<file path="config.mk">
export PLATFORM = sky130hd
export DESIGN_NAME = axi_mem_tester
export DESIGN_NICKNAME = d
export VERILOG_FILES = /design/src/rtl/sdram_tester_pkg.sv /design/src/rtl/axi_mem_tester_lfsr.sv /design/src/rtl/axi_mem_tester.sv
export SDC_FILE = /design/constraint.sdc
export NUM_CORES = 1
export LEC_CHECK = 0
export ABC_AREA = 1
export ABC_CLOCK_PERIOD_IN_PS = 3450
export CAP_MARGIN = 25
export CORE_MARGIN = 2
export CORE_UTILIZATION = 30
export DETAILED_ROUTE_END_ITERATION = 6
export PLACE_DENSITY_LB_ADDON = 0.25
export SETUP_SLACK_MARGIN = 0.4
export SYNTH_ARGS = -nofsm -noshare
export SYNTH_HDL_FRONTEND = slang
export SYNTH_SLANG_ARGS = --single-unit
</file>
<file path="constraint.sdc">
create_clock -name clk -period 3.45 [get_ports clk]
set_clock_uncertainty 0.2 [all_clocks]
set_input_delay 0.69 -clock clk [delete_from_list [all_inputs] [get_ports clk]]
set_output_delay 0.69 -clock clk [all_outputs]
set_load 0.05 [all_outputs]
</file>
<file path="src/rtl/sdram_tester_pkg.sv">
// sdram_tester_pkg: shared FSM state encoding, LFSR tap mask and the
// address-derived default pattern for the AXI memory tester.
package sdram_tester_pkg;

   typedef enum logic [2:0] {
      IDLE,
      WR_REQ,
      RD_REQ,
      RD_DATA,
      DONE
   } state_t;

   // Fibonacci taps for x^16 + x^14 + x^13 + x^11 + 1 (state bits 15,13,12,10)
   localparam logic [15:0] LFSR_TAPS = 16'hB400;

   // Address XOR mask; callers truncate the result to their data width,
   // which gives addr[DATA_WIDTH-1:0] ^ mask.
   function automatic logic [63:0] default_pattern(input logic [63:0] addr,
                                                   input logic [63:0] mask);
      return addr ^ mask;
   endfunction

endpackage

</file>
<file path="src/rtl/axi_mem_tester_lfsr.sv">
// tester_lfsr: 16-bit Fibonacci LFSR with synchronous seed load and step
// enable; load takes priority over step.
module tester_lfsr
   import sdram_tester_pkg::*;
(
   input  logic        clk,
   input  logic        reset_n,
   input  logic        load,
   input  logic        step,
   input  logic [15:0] seed,
   output logic [15:0] state
);

   // Seed load or single shift per enabled cycle
   always_ff @(posedge clk or negedge reset_n) begin
      if (!reset_n) begin
         state <= '0;
      end else if (load) begin
         state <= seed;
      end else if (step) begin
         state <= {state[14:0], ^(state & LFSR_TAPS)};
      end
   end

endmodule

</file>
<file path="src/rtl/axi_mem_tester.sv">
// axi_mem_tester: writes a pattern to every word in START_ADDR..END_ADDR over
// an AXI-style master, reads it back, counts mismatches, and guards every
// handshake with a watchdog.
// Build option: define AXI_MEM_TESTER_LFSR_EN to draw the pattern from a
// 16-bit LFSR (tester_lfsr) instead of the address XOR PATTERN_XOR pattern.
module axi_mem_tester
   import sdram_tester_pkg::*;
#(
   parameter int unsigned ADDR_WIDTH     = 25,
   parameter int unsigned DATA_WIDTH     = 16,
   parameter int unsigned START_ADDR     = 0,
   parameter int unsigned END_ADDR       = 1023,
   parameter logic [15:0] PATTERN_XOR    = 16'hA5C3,
   parameter int unsigned TIMEOUT_CYCLES = 255
) (
   input  logic                  clk,
   input  logic                  reset_n,
   input  logic                  start,
   output logic                  busy,
   output logic                  done,
   output logic                  pass,
   output logic                  timeout,
   output logic [15:0]           error_count,
   output logic [ADDR_WIDTH-1:0] first_err_addr,
   output logic [ADDR_WIDTH-1:0] m_axi_awaddr,
   output logic                  m_axi_awvalid,
   input  logic                  m_axi_awready,
   output logic [DATA_WIDTH-1:0] m_axi_wdata,
   output logic                  m_axi_wvalid,
   input  logic                  m_axi_wready,
   output logic [ADDR_WIDTH-1:0] m_axi_araddr,
   output logic                  m_axi_arvalid,
   input  logic                  m_axi_arready,
   input  logic [DATA_WIDTH-1:0] m_axi_rdata,
   input  logic                  m_axi_rvalid,
   output logic                  m_axi_rready
);

   localparam int unsigned           WDT_W     = (TIMEOUT_CYCLES > 1) ? $clog2(TIMEOUT_CYCLES) : 1;
   localparam logic [WDT_W-1:0]      WDT_LIMIT = WDT_W'(TIMEOUT_CYCLES - 1);
   localparam logic [ADDR_WIDTH-1:0] A_START   = ADDR_WIDTH'(START_ADDR);
   localparam logic [ADDR_WIDTH-1:0] A_END     = ADDR_WIDTH'(END_ADDR);

   state_t                state, state_n;
   logic [ADDR_WIDTH-1:0] addr, addr_n;
   logic                  aw_v, aw_v_n, w_v, w_v_n, ar_v, ar_v_n, r_rdy, r_rdy_n;
   logic                  aw_ok, aw_ok_n, w_ok, w_ok_n;
   logic [15:0]           err_cnt, err_cnt_n;
   logic [ADDR_WIDTH-1:0] first_err, first_err_n;
   logic                  to_r, to_n, pass_r, pass_n;
   logic [WDT_W-1:0]      wdt, wdt_n;
   logic                  progress;
   logic                  aw_hs, w_hs, ar_hs, aw_acc, w_acc;
   logic [DATA_WIDTH-1:0] pat;

   assign aw_hs  = aw_v && m_axi_awready;
   assign w_hs   = w_v && m_axi_wready;
   assign ar_hs  = ar_v && m_axi_arready;
   // aw/w may complete on different edges; a beat is done once both have
   assign aw_acc = aw_ok || aw_hs;
   assign w_acc  = w_ok || w_hs;

`ifdef AXI_MEM_TESTER_LFSR_EN
   logic [15:0] lfsr_state;
   logic        lfsr_load, lfsr_step;

   // reseed on entry to the write phase and on the write->read transition
   assign lfsr_load = (state != WR_REQ && state_n == WR_REQ) ||
                      (state == WR_REQ && state_n == RD_REQ);
   assign lfsr_step = (state == WR_REQ && aw_acc && w_acc) ||
                      (state == RD_DATA && m_axi_rvalid);

   tester_lfsr u_lfsr (
      .clk     (clk),
      .reset_n (reset_n),
      .load    (lfsr_load),
      .step    (lfsr_step),
      .seed    (PATTERN_XOR),
      .state   (lfsr_state)
   );

   assign pat = DATA_WIDTH'(lfsr_state);
`else
   assign pat = DATA_WIDTH'(default_pattern(64'(addr), 64'(PATTERN_XOR)));
`endif

   assign busy           = (state == WR_REQ) || (state == RD_REQ) || (state == RD_DATA);
   assign done           = (state == DONE);
   assign pass           = pass_r;
   assign timeout        = to_r;
   assign error_count    = err_cnt;
   assign first_err_addr = first_err;
   assign m_axi_awvalid  = aw_v;
   assign m_axi_wvalid   = w_v;
   assign m_axi_arvalid  = ar_v;
   assign m_axi_rready   = r_rdy;
   assign m_axi_awaddr   = (state == WR_REQ) ? addr : '0;
   assign m_axi_wdata    = (state == WR_REQ) ? pat : '0;
   assign m_axi_araddr   = (state == RD_REQ) ? addr : '0;

   // Next-state, handshake, status and watchdog logic
   always_comb begin
      state_n     = state;
      addr_n      = addr;
      aw_v_n      = aw_v;
      w_v_n       = w_v;
      ar_v_n      = ar_v;
      r_rdy_n     = r_rdy;
      aw_ok_n     = aw_ok;
      w_ok_n      = w_ok;
      err_cnt_n   = err_cnt;
      first_err_n = first_err;
      to_n        = to_r;
      pass_n      = pass_r;
      wdt_n       = wdt;
      progress    = 1'b0;

      case (state)
         IDLE, DONE: begin
            if (start) begin
               state_n     = WR_REQ;
               addr_n      = A_START;
               aw_v_n      = 1'b1;
               w_v_n       = 1'b1;
               ar_v_n      = 1'b0;
               r_rdy_n     = 1'b0;
               aw_ok_n     = 1'b0;
               w_ok_n      = 1'b0;
               err_cnt_n   = '0;
               first_err_n = '0;
               to_n        = 1'b0;
               pass_n      = 1'b0;
               wdt_n       = '0;
            end
         end
         WR_REQ: begin
            aw_ok_n  = aw_acc;
            w_ok_n   = w_acc;
            aw_v_n   = aw_v && !m_axi_awready;
            w_v_n    = w_v && !m_axi_wready;
            progress = aw_hs || w_hs;
            if (aw_acc && w_acc) begin
               aw_ok_n = 1'b0;
               w_ok_n  = 1'b0;
               if (addr == A_END) begin
                  state_n = RD_REQ;
                  addr_n  = A_START;
                  aw_v_n  = 1'b0;
                  w_v_n   = 1'b0;
                  ar_v_n  = 1'b1;
                  r_rdy_n = 1'b1;
               end else begin
                  addr_n = addr + 1'b1;
                  aw_v_n = 1'b1;
                  w_v_n  = 1'b1;
               end
            end
         end
         RD_REQ: begin
            progress = ar_hs;
            if (ar_hs) begin
               ar_v_n  = 1'b0;
               state_n = RD_DATA;
            end
         end
         RD_DATA: begin
            progress = m_axi_rvalid;
            if (m_axi_rvalid) begin
               if (m_axi_rdata != pat) begin
                  if (err_cnt != 16'hFFFF) err_cnt_n = err_cnt + 1'b1;
                  if (err_cnt == '0) first_err_n = addr;
               end
               if (addr == A_END) begin
                  state_n = DONE;
                  r_rdy_n = 1'b0;
                  pass_n  = (err_cnt_n == '0) && !to_r;
               end else begin
                  addr_n  = addr + 1'b1;
                  state_n = RD_REQ;
                  ar_v_n  = 1'b1;
               end
            end
         end
         default: state_n = IDLE;
      endcase

      // Every transition out of a busy state is also a handshake, so
      // reloading on progress covers reload on state entry as well.
      if (busy) begin
         if (progress) begin
            wdt_n = '0;
         end else if (wdt == WDT_LIMIT) begin
            state_n = DONE;
            aw_v_n  = 1'b0;
            w_v_n   = 1'b0;
            ar_v_n  = 1'b0;
            r_rdy_n = 1'b0;
            aw_ok_n = 1'b0;
            w_ok_n  = 1'b0;
            to_n    = 1'b1;
            pass_n  = 1'b0;
            wdt_n   = '0;
         end else begin
            wdt_n = wdt + 1'b1;
         end
      end
   end

   // State and datapath registers; reset clears every output immediately
   always_ff @(posedge clk or negedge reset_n) begin
      if (!reset_n) begin
         state     <= IDLE;
         addr      <= '0;
         aw_v      <= 1'b0;
         w_v       <= 1'b0;
         ar_v      <= 1'b0;
         r_rdy     <= 1'b0;
         aw_ok     <= 1'b0;
         w_ok      <= 1'b0;
         err_cnt   <= '0;
         first_err <= '0;
         to_r      <= 1'b0;
         pass_r    <= 1'b0;
         wdt       <= '0;
      end else begin
         state     <= state_n;
         addr      <= addr_n;
         aw_v      <= aw_v_n;
         w_v       <= w_v_n;
         ar_v      <= ar_v_n;
         r_rdy     <= r_rdy_n;
         aw_ok     <= aw_ok_n;
         w_ok      <= w_ok_n;
         err_cnt   <= err_cnt_n;
         first_err <= first_err_n;
         to_r      <= to_n;
         pass_r    <= pass_n;
         wdt       <= wdt_n;
      end
   end

endmodule

</file>
# Word-level counts from Yosys, hierarchy flattened
# Index checks and enable logic that the tools add are counted.
# word_totals
in_bits,23
output_inout_bits,115
register_bits,85
# op_classes
reduce_logical,27
n_mux,92
n_eq_ne,14
bitwise_logic,1
add_sub_neg,3
# op_table
op,n
two-way mux 25 bit,10
two-way mux 16 bit,7
one-hot mux 25 bit (3 select lines),1
one-hot mux 25 bit (2 select lines),1
two-way mux 1 bit,49
two-way mux 8 bit,5
logical NOT 16 bit,2
one-hot mux 16 bit (2 select lines),1
two-way mux 3 bit,9
"adder 25 x 1 -> 25 bit, second input constant",1
"== test 25 x 10 -> 1 bit, second input constant",1
"adder 16 x 1 -> 16 bit, second input constant",1
!= test 16 bit,1
"!= test 16 bit, second input constant",1
one-hot mux 3 bit (4 select lines),1
one-hot mux 1 bit (2 select lines),5
AND reduction 5 bit,2
"adder 8 x 1 -> 8 bit, second input constant",1
"== test 8 bit, second input constant",1
inverter 8 bit,1
logical AND 1 bit,7
"== test 3 x 2 -> 1 bit, second input constant",2
"!= test 2 x 1 -> 1 bit, second input constant",3
"!= test 2 bit, second input constant",3
other kinds (12),21

# Longest topological paths before layout
# Gate-level depths: netlist (run 1).
# depth
word_depth,13
mapped_depth,18
mapped_depth_nobuf,17

# Worst setup path before layout (run 1)
# Ideal clock, no wire load.
# synth_path
kind,flip-flop to output port
start,register state[2]
end,output port m_axi_wdata[2]
t_required_ns,2.560
path_slack_ns,0.126
stages_incl_launch_ff,9
n_path_buf,3
arrival_ns,2.434
path_cell_list,dfrtp_1 > nor2_2 > inv_2 > nor2_1 > inv_1 > clkbuf_1 > buf_1 > nor2_1 > buf_4
# synth_via
elab_chain_len,2
# synth_rtl
element,line_no,source
from (decl),axi_mem_tester.sv:44,"state_t state, state_n;"
from (signal assigned),axi_mem_tester.sv:226,state <= state_n;
== test 3 x 1 -> 1 bit,axi_mem_tester.sv:98,assign m_axi_wdata = (state == WR_REQ) ? pat : '0;
two-way mux 16 bit,axi_mem_tester.sv:98,
to (decl),axi_mem_tester.sv:28,"output logic [DATA_WIDTH-1:0] m_axi_wdata,"
# No other way between the ends.

# Final worst setup path (run 1)
# layout_path
start,register state[1]
end,output port done
# layout_via
elab_chain_len,1
# layout_rtl
element,line_no,source
== test 3 bit,axi_mem_tester.sv:88,assign done = (state == DONE);
to (decl),axi_mem_tester.sv:20,"output logic done,"
# No other way between the ends.

==> flow_metrics.py, run 1 <==
metrics = {
    "timing": {
        "grt_setup_unrepaired": "false",
        "slew_violations": 0,
        "fin_crit_sh_pct": 84.87,
        "final-setup-viol-count": 0,
        "setup_tns_ns": 0,
        "period_minus_slack_ns": 2.928,
        "hold_viol": 0,
        "timing.final.ws_setup_ns": 0.5220,
        "fmax_ghz": 0.3415,
        "slew_headroom_pct": 52.84,
        "tightest_slew_ns": 0.7075,
    },
    "logic_synthesis": {
        "synth_top_family_by_area": "simple AND/OR/NAND/NOR gates",
        "synthFlopType": "dfrtp_1",
        "synth_nets": 861,
        "muxShareOfSynthArea_pct": 0,
        "syn_inst": 833,
        "synthSimpleGateAreaFrac_pct": 35.15,
        "ys_ff_latch": 85,
        "yosys_warnings": 0,
        "synth_fa_ha_area_share_pct": 1.120,
        "synth-edff-count": 0,
        "synth_xor_xnor_area_share_pct": 1.882,
        "synth_compound_area_share_pct": 11.90,
        "ys_seq_area_share_pct": 38.08,
        "synth.avg_cell_area_um2": 6.705,
        "ys_types": 42,
        "synth-async-reset-ratio_pct": 100.0,
        "syn_area_um2": 5585,
    },
    "clock_network": {
        "htree_levels": 3,
        "clk_latency_ns": 0.35,
        "clockBufferDepth": 2,
        "cts.sinks": 85,
        "clockRootBuffer": "clkbuf_16",
        "cts_tree": "built",
        "cts_made_buffers": 9,
        "path_clk_slew_ns": 0.06,
    },
    "final_layout": {
        "nets": 990,
        "antennaDiodeCount": 0,
        "area_growth_pct": 47.31,
        "final_core_util_pct": 45.49,
        "drive_gt1_share_pct": 16.65,
    },
    "route": {
        "viasPerCell": 4.923,
        "antenna_left": 0,
        "vias": 5888,
        "detail_route.wl_per_cell_um": 15.48,
        "wl_um": 18510,
        "drt_iter0_drc": 506,
        "drt_first_pass_iters": 7,
        "drc": 1,
    },
    "critical_path": {
        "crit_fanout": 4,
        "r2r_cells": 12,
        "cp_data_arrival_time_ns": 2.04,
        "reg2reg_from": "addr[1]",
        "cp-start-kind": "flip-flop",
        "worstSetupEndpointType": "primary output",
        "worst-setup-path-type": "reg -> out",
        "reg2reg_to": "addr[7]",
        "r2r_slack_ns": 0.68,
        "required_ns": 2.56,
    },
    "place": {
        "dp_hpwl_um": 13960,
        "port-buffer-count": 137,
        "routabilityCongestion": 0.8676,
        "pre_cts_ws_ns": 0.3511,
    },
    "power": {
        "power_density_nw_per_um2": 604.5,
        "max-vdd-ir-drop_mv": 0.4763,
        "cellLeakagePower_nw": 3.585,
    },
    "global_route": {
        "grt_antenna_before_repair": 0,
        "grt_pass1_wl_um": 29830,
        "overflow": 0,
        "track_usage_pct": 19.10,
        "first_global_vias": 5572,
        "grt_max_degree": 52,
    },
    "die": {
        "die_y_um": 140.4,
        "initial_core_util_pct": 30.88,
        "core_um2": 18090,
        "chipWidth_um": 140.4,
        "fp.dieArea_um2": 19720,
        "rows": 49,
        "ios": 138,
    },
    "run": {
        "cap_violations": 0,
    },
    "outcome": {
        "status": "finished, violations left",
        "violations": "design-rule violations",
    },
    "hold_path": {
        "hold_class": "in -> async",
    },
}
-- worst max-delay path: stages (launching register included) --
cell	delay [ns]
dfrtp_1	0.44
nor2_1	0.23
inv_1	0.10
nor2_1	0.10
clkdlybuf4s50_1	0.83
-- per-layer routing --
layer / wire, um / track usage, %
met1: 8658 / 27.29
met2: 8402 / 29.18
met3: 1137 / 2.940
met4: 316 / 7.124
met5: 0 / 0
-- layout make-up --
cell class,count,area (um2)
tap,229,286.5
clock inverter,5,50.05
clock buffer,11,242.7
timing repair buffer,150,2152
fill,1801,9858
sequential,85,2127
multi-input combinational,590,2897
inverter,126,473.0
-- through the flow --
step                      cells  hold slack (ns)  total power, mW  instance area (um2)
after floorplan             833           0.1944            2.867                 5605
after global placement     1180           0.3041            3.939                 7868
after detailed placement   1180           0.3024            3.946                 7868
after CTS                  1196           0.2071            4.961                 8163
after global routing       1196           0.2294            5.250                 8228
final                      1196           0.1719            4.973                 8228
-- cells in the final DEF, fill, tap and decap left out, drive strengths merged, types with 2 or more instances in the layout --
cell type,n
a22oi,3
ha,5
inv,125
clkdlybuf4s50,70
o22ai,5
o21a,3
clkinv,5
dfrtp,85
nand4,21
xor2,11
nand2,195
nor3,19
a31oi,2
a21oi,23
nand3,82
clkbuf,11
nor2,137
o21ai,74
buf,80
-- registers in the layout, summed over array words and instances, names as in the netlist --
signal	count
wdt	8
m_axi_awvalid	1
error_count	16
state	3
addr	25
m_axi_wvalid	1
m_axi_rready	1
pass	1
timeout	1
w_ok	1
first_err_addr	25
aw_ok	1
m_axi_arvalid	1
-- synth_stat cells (4+ instances only) --
cell type | count | area [um2]
inv_2 | 28 | 105.1
xor2_1 | 11 | 96.34
nor2_1 | 130 | 488.0
inv_1 | 97 | 364.1
a21oi_1 | 20 | 100.1
clkbuf_1 | 10 | 37.54
buf_4 | 8 | 60.06
ha_1 | 5 | 62.56
nand4_1 | 21 | 131.4
o22ai_1 | 5 | 31.28
o21ai_0 | 45 | 225.2
dfrtp_1 | 85 | 2127
nor2_2 | 5 | 31.28
buf_6 | 4 | 45.04
nand2_1 | 192 | 720.7
nand3_1 | 82 | 410.4
o21ai_1 | 28 | 140.1
nor3_1 | 15 | 75.07
buf_2 | 8 | 40.04
-- report_power, final --
group	switching (mW)	internal (mW)	leakage, nW	total, mW
Clock	0.417	0.577	0.149	0.994
Sequential	0.138	1.10	1.17	1.24
Combinational	1.78	0.956	2.26	2.74
-- what timing repair did --
item	4_1_cts	5_1_grt
gates resized for setup	1	17
setup buffers	0	0
endpoints found under the setup margin	21	32
hold buffers	0	0
-- how the worst max path moves through the flow --
stage | from | endpoint | slack, ns | depth (start not counted)
after floorplan | state[2] | m_axi_wdata[11] | 0.34 | 8
after global placement | m_axi_rdata[12] | pass | 0.41 | 17
after detailed placement | m_axi_rdata[12] | pass | 0.35 | 17
after CTS | state[2] | m_axi_awaddr[4] | 0.42 | 7
after global routing | addr[0] | addr[7] | 0.42 | 12
final | state[1] | done | 0.52 | 4
-- kinds of logic after synthesis --
group / count (synthesis)
buffers and inverters: 158
XOR/XNOR: 12
flip-flops: 85
AO/OA/AOI/OAI: 117
adder cells (fa/ha/maj): 5
AND/OR/NAND/NOR: 456
Power figures use the tool's default switching activity.
==> run 2: changes to the inputs <==
- ABC_CLOCK_PERIOD_IN_PS: 3450 -> 2460
- clock period: 3.45 -> 2.46 ns (I/O delays scaled with it)
==> flow_metrics.py, run 2 (synthesis results as in run 1) <==
metrics = {
    "outcome": {
        "status": "finished, violations left",
        "violations": "negative setup slack",
    },
    "route": {
        "viasPerCell": 5.050,
        "antenna_left": 0,
        "detail_route.wl_per_cell_um": 17.31,
        "wl_um": 23110,
        "drc": 0,
        "drt_iter0_drc": 476,
        "drt_first_pass_iters": 5,
        "vias": 6742,
    },
    "place": {
        "dp_hpwl_um": 14330,
        "place_inst": 1240,
        "pre_cts_ws_ns": -0.4088,
        "routabilityCongestion": 0.8995,
        "port-buffer-count": 137,
    },
    "clock_network": {
        "clockRootBuffer": "clkbuf_16",
        "clk_latency_ns": 0.35,
        "cts_tree": "built",
        "htree_levels": 3,
        "path_clk_slew_ns": 0.07,
        "clockBufferDepth": 2,
        "cts.sinks": 85,
        "cts_made_buffers": 9,
    },
    "hold_path": {
        "hold_depth": 4,
        "min-delay-start": "m_axi_awready",
        "hold_class": "in -> reg",
        "min_to": "m_axi_awvalid",
    },
    "critical_path": {
        "worst-setup-path-type": "reg -> out",
        "worstSetupEndpointType": "primary output",
        "r2r_slack_ns": 0.03,
        "cp_slowest_cell": "dfrtp_1",
        "r2r_cells": 16,
        "reg2reg_to": "pass",
        "crit_start": "state[2]",
        "reg2reg_from": "addr[9]",
        "path_cells": "nor2_4 -> inv_2 -> nor2_4 -> inv_6 -> buf_12 -> buf_16 -> nor2_4 -> buf_8",
        "cp-start-kind": "flip-flop",
        "slowest_delay_ns": 0.43,
        "cpMostUsedCell": "nor2_4",
        "required_ns": 1.77,
        "cp_data_arrival_time_ns": 1.77,
        "crit_fanout": 6,
    },
    "power": {
        "cellLeakagePower_nw": 4.859,
        "power.internal_mw": 5.587,
        "max-vdd-ir-drop_mv": 0.7101,
        "pwr-share-seq_pct": 16.7,
        "p_comb_share_pct": 68.5,
        "totalPowerFinal_mw": 10.34,
        "switching_share_pct": 45.99,
        "power_density_nw_per_um2": 928.3,
        "power.share.clock_pct": 14.7,
        "power_switching_mw": 4.757,
    },
    "final_layout": {
        "final_cell_mix": "151 x nand2_1, 93 x buf_4, 90 x inv_1, 82 x nor2_4, 67 x buf_12",
        "nets": 1129,
        "antennaDiodeCount": 0,
        "mostFrequentLayoutCell": "nand2_1",
        "drive_gt1_share_pct": 50.00,
        "stdcell_count": 1335,
        "area_growth_pct": 99.51,
    },
    "die": {
        "ios": 138,
        "initial_core_util_pct": 30.88,
        "rows": 49,
        "fp.dieArea_um2": 19720,
        "chipWidth_um": 140.4,
        "die_y_um": 140.4,
        "core_um2": 18090,
    },
    "global_route": {
        "first_global_vias": 6516,
        "track_usage_pct": 22.57,
        "grt_antenna_before_repair": 0,
        "grt_max_degree": 40,
        "overflow": 0,
        "grt_pass1_wl_um": 35180,
    },
    "timing": {
        "slew_violations": 0,
        "timing.final.ws_setup_ns": -0.0008283,
        "tightest_slew_ns": 0.5602,
        "period_minus_slack_ns": 2.461,
        "slew_headroom_pct": 62.80,
        "hold_viol": 0,
        "fmax_ghz": 0.4064,
        "final-setup-viol-count": 1,
        "grt_setup_unrepaired": "true",
        "fin_crit_sh_pct": 100.0,
    },
    "run": {
        "cap_violations": 0,
    },
}
## run 2: cell types whose count changed in the layout (fill, tap and decap cells not counted), moves of 41 or more
cell,change
dlygate4sd2_1,+57
buf_4,+81
nor2_4,+71
nand2_1,-41
nor2_1,-64
clkdlybuf4s50_1,-66
nand3_1,-43
## run 2: worst max path at each step
stage	endpoint	slack [ns]
after global routing	pass	-0.08
after detailed placement	pass	-0.41
final	m_axi_awaddr[19]	-0.0008
after global placement	pass	-0.37
after CTS	m_axi_awaddr[19]	-0.02
after floorplan	m_axi_wdata[5]	0.10
## run 2: timing repair
action                                  4_1_cts  5_1_grt
hold buffers                                  1        0
resized for setup                           298      145
endpoints found under the setup margin      192      152
buffers inserted                             41       22
endpoints found under the hold margin        30        0
pin swaps                                    70       44
gates cloned                                 13        2
## run 2: cell type report
class	instances	area, um2
timing repair buffer	286	3555
tap	229	286.5
clock inverter	7	98.84
fill	1412	6943
sequential	85	2163
clock buffer	9	225.2
inverter	126	538.0
multi-input combinational	593	4277
## run 2: power groups by stage
stage | registers, mW | clock network, mW | logic [mW]
after CTS | 1.72 | 1.53 | 6.42
after detailed placement | 1.75 | 0 | 4.42
after floorplan | 1.86 | 0 | 2.65
final | 1.73 | 1.52 | 7.09
after global placement | 1.75 | 0 | 4.41
after global routing | 1.76 | 1.61 | 7.40
## run 2: worst max-delay path, delay by kind of cell (launching register included)
family	cells	cell delay, ns
buffers and inverters	5	0.60
AND/OR/NAND/NOR	3	0.38
flip-flops	1	0.43
## run 2: per-stage QoR
| stage | hold slack (ns) | cell area, um2 | utilization (%) | setup TNS, ns |
|---|---|---|---|---|
| 2_1_floorplan | -0.003591 | 6146 | - | 0 |
| 3_3_place_gp | 0.2632 | 8683 | 48.01 | -5.202 |
| 3_5_place_dp | 0.2652 | 8683 | 48.01 | -5.770 |
| 4_1_cts | 0.3178 | 10360 | 57.27 | -0.06022 |
| 5_1_grt | 0.3213 | 11140 | 61.61 | -0.6570 |
| 6_report | 0.2883 | 11140 | 61.61 | -0.0008283 |
## run 2: routing by layer
metal / routed length (um) / track usage, % / up-vias
li1: - / - / 3225
met1: 9870 / 30.35 / 3236
met2: 11190 / 36.53 / 243
met3: 1564 / 4.479 / 38
met4: 487 / 7.283 / 0
met5: 0 / 0 / -
==> run 3: changes to the inputs <==
- CTS_BUF_LIST: not set -> sky130_fd_sc_hd__clkbuf_8
==> flow_metrics.py, run 3 (synthesis results as in run 1) <==
metrics = {
    "power": {
        "power_density_nw_per_um2": 895.4,
        "pwr-share-seq_pct": 17.8,
        "max-vdd-ir-drop_mv": 0.6902,
        "power_switching_mw": 4.616,
        "power.internal_mw": 5.145,
        "p_comb_share_pct": 70.3,
        "switching_share_pct": 47.29,
        "power.share.clock_pct": 11.9,
        "cellLeakagePower_nw": 4.818,
    },
    "route": {
        "viasPerCell": 5.086,
        "drc": 0,
        "wl_um": 23120,
        "vias": 6785,
        "antenna_left": 0,
        "drt_first_pass_iters": 5,
        "detail_route.wl_per_cell_um": 17.33,
        "drt_iter0_drc": 417,
    },
    "timing": {
        "slew_violations": 0,
        "timing.final.ws_setup_ns": -0.04854,
        "fmax_ghz": 0.3986,
        "grt_setup_unrepaired": "true",
        "period_minus_slack_ns": 2.509,
        "final-setup-viol-count": 18,
        "fin_crit_sh_pct": 102.0,
        "slew_headroom_pct": 63.22,
        "hold_viol": 0,
        "tightest_slew_ns": 0.5538,
    },
    "critical_path": {
        "r2r_cells": 14,
        "worstSetupEndpointType": "primary output",
        "cp-start-kind": "flip-flop",
        "critPathTopFamily": "buffers and inverters",
        "reg2reg_to": "addr[9]",
        "cp_num_buf_inv": 5,
        "required_ns": 1.77,
        "cp_data_arrival_time_ns": 1.82,
        "crit_start": "state[2]",
        "path_cells": "inv_2 -> nand2_2 -> nor2_4 -> inv_4 -> clkbuf_16 -> buf_12 -> nor2_4 -> buf_12",
        "r2r_slack_ns": -0.01,
        "crit_fanout": 6,
        "cp_slowest_cell": "dfrtp_1",
        "reg2reg_from": "addr[0]",
        "endpoint": "m_axi_araddr[16]",
        "worst-setup-path-type": "reg -> out",
        "path_depth": 8,
        "slowest_delay_ns": 0.44,
    },
    "outcome": {
        "violations": "negative setup slack",
        "status": "finished, violations left",
    },
    "global_route": {
        "grt_antenna_before_repair": 0,
        "overflow": 0,
        "track_usage_pct": 21.90,
        "grt_pass1_wl_um": 34070,
        "first_global_vias": 6412,
        "grt_max_degree": 40,
    },
    "clock_network": {
        "clockRootBuffer": "clkbuf_8",
        "clockBufferDepth": 2,
        "path_clk_slew_ns": 0.09,
        "clk_latency_ns": 0.38,
        "cts.sinks": 85,
        "htree_levels": 3,
        "cts_tree": "built",
        "cts_made_buffers": 9,
    },
    "final_layout": {
        "nets": 1128,
        "mostFrequentLayoutCell": "nand2_1",
        "n_fill_cell": 1457,
        "area_growth_pct": 95.18,
        "final_area_um2": 10900,
        "final_core_util_pct": 60.28,
        "drive_gt1_share_pct": 48.96,
        "stdcell_count": 1334,
        "antennaDiodeCount": 0,
        "final_cell_mix": "151 x nand2_1, 94 x buf_4, 88 x inv_1, 81 x nor2_4, 71 x buf_12",
    },
    "run": {
        "cap_violations": 0,
    },
    "die": {
        "initial_core_util_pct": 30.88,
        "ios": 138,
        "die_y_um": 140.4,
        "fp.dieArea_um2": 19720,
        "rows": 49,
        "chipWidth_um": 140.4,
        "core_um2": 18090,
    },
    "hold_path": {
        "hold_class": "reg -> reg",
    },
    "place": {
        "port-buffer-count": 137,
        "routabilityCongestion": 0.8995,
        "place_inst": 1240,
        "dpl_cell_area_um2": 8683,
        "dp_hpwl_um": 14330,
    },
}
run 3: layout make-up:
type,instances,area [um2],area share [%]
tap,229,286.5,2.628
clock inverter,7,98.84,0.9067
multi-input combinational,593,4143,38.00
timing repair buffer,285,3541,32.48
clock buffer,9,123.9,1.136
sequential,85,2161,19.82
inverter,126,548.0,5.027
run 3: per-layer routing:
layer,share of wire [%],vias up,global-route usage (%)
met1,43,3251,29.69
met2,47,272,34.78
met3,7.2,46,4.410
met5,0,-,0
li1,-,3216,-
met4,2.8,0,7.815
run 3: tightest hold or removal path, cell delays in order, from the launching register on:
cell and delay (ns):
dfrtp_1 0.35, inv_1 0.05, o21ai_2 0.09
run 3: power groups by stage:
stage | sequential, mW | clock [mW] | combinational [mW]
after floorplan | 1.86 | 0 | 2.65
after global placement | 1.75 | 0 | 4.41
after detailed placement | 1.75 | 0 | 4.42
after CTS | 1.74 | 1.17 | 6.25
after global routing | 1.76 | 1.23 | 7.18
final | 1.73 | 1.16 | 6.86
run 3: timing repair:
| item | in CTS | in global routing |
|---|---|---|
| hold buffers | 1 | 0 |
| gates cloned | 12 | 4 |
| gates resized for setup | 290 | 142 |
| pin swaps | 81 | 55 |
| hold endpoints to repair | 30 | 0 |
| endpoints found under the setup margin | 189 | 166 |
| buffers inserted | 32 | 29 |
run 3: worst min path at each step:
stage | start | endpoint | slack (ns) | depth (start not counted)
2_1_floorplan | reset_n | addr[0] | -0.004 | 0
3_3_place_gp | reset_n | first_err_addr[15] | 0.26 | 1
3_5_place_dp | reset_n | first_err_addr[18] | 0.27 | 1
4_1_cts | first_err_addr[10] | first_err_addr[10] | 0.32 | 2
5_1_grt | first_err_addr[15] | first_err_addr[15] | 0.35 | 2
6_report | first_err_addr[10] | first_err_addr[10] | 0.31 | 2
run 3: metrics by stage:
| stage | total power, mW | hold slack (ns) | TNS (ns) | setup WS [ns] |
|---|---|---|---|---|
| 6_report | 9.761 | 0.3145 | -0.5218 | -0.04854 |
| 5_1_grt | 10.17 | 0.3533 | -3.405 | -0.1240 |
| 4_1_cts | 9.156 | 0.3191 | -1.550 | -0.06463 |
| 3_5_place_dp | 6.169 | 0.2652 | -5.770 | -0.4088 |
| 3_3_place_gp | 6.157 | 0.2632 | -5.202 | -0.3665 |
| 2_1_floorplan | 4.506 | -0.003591 | 0 | 0.1043 |
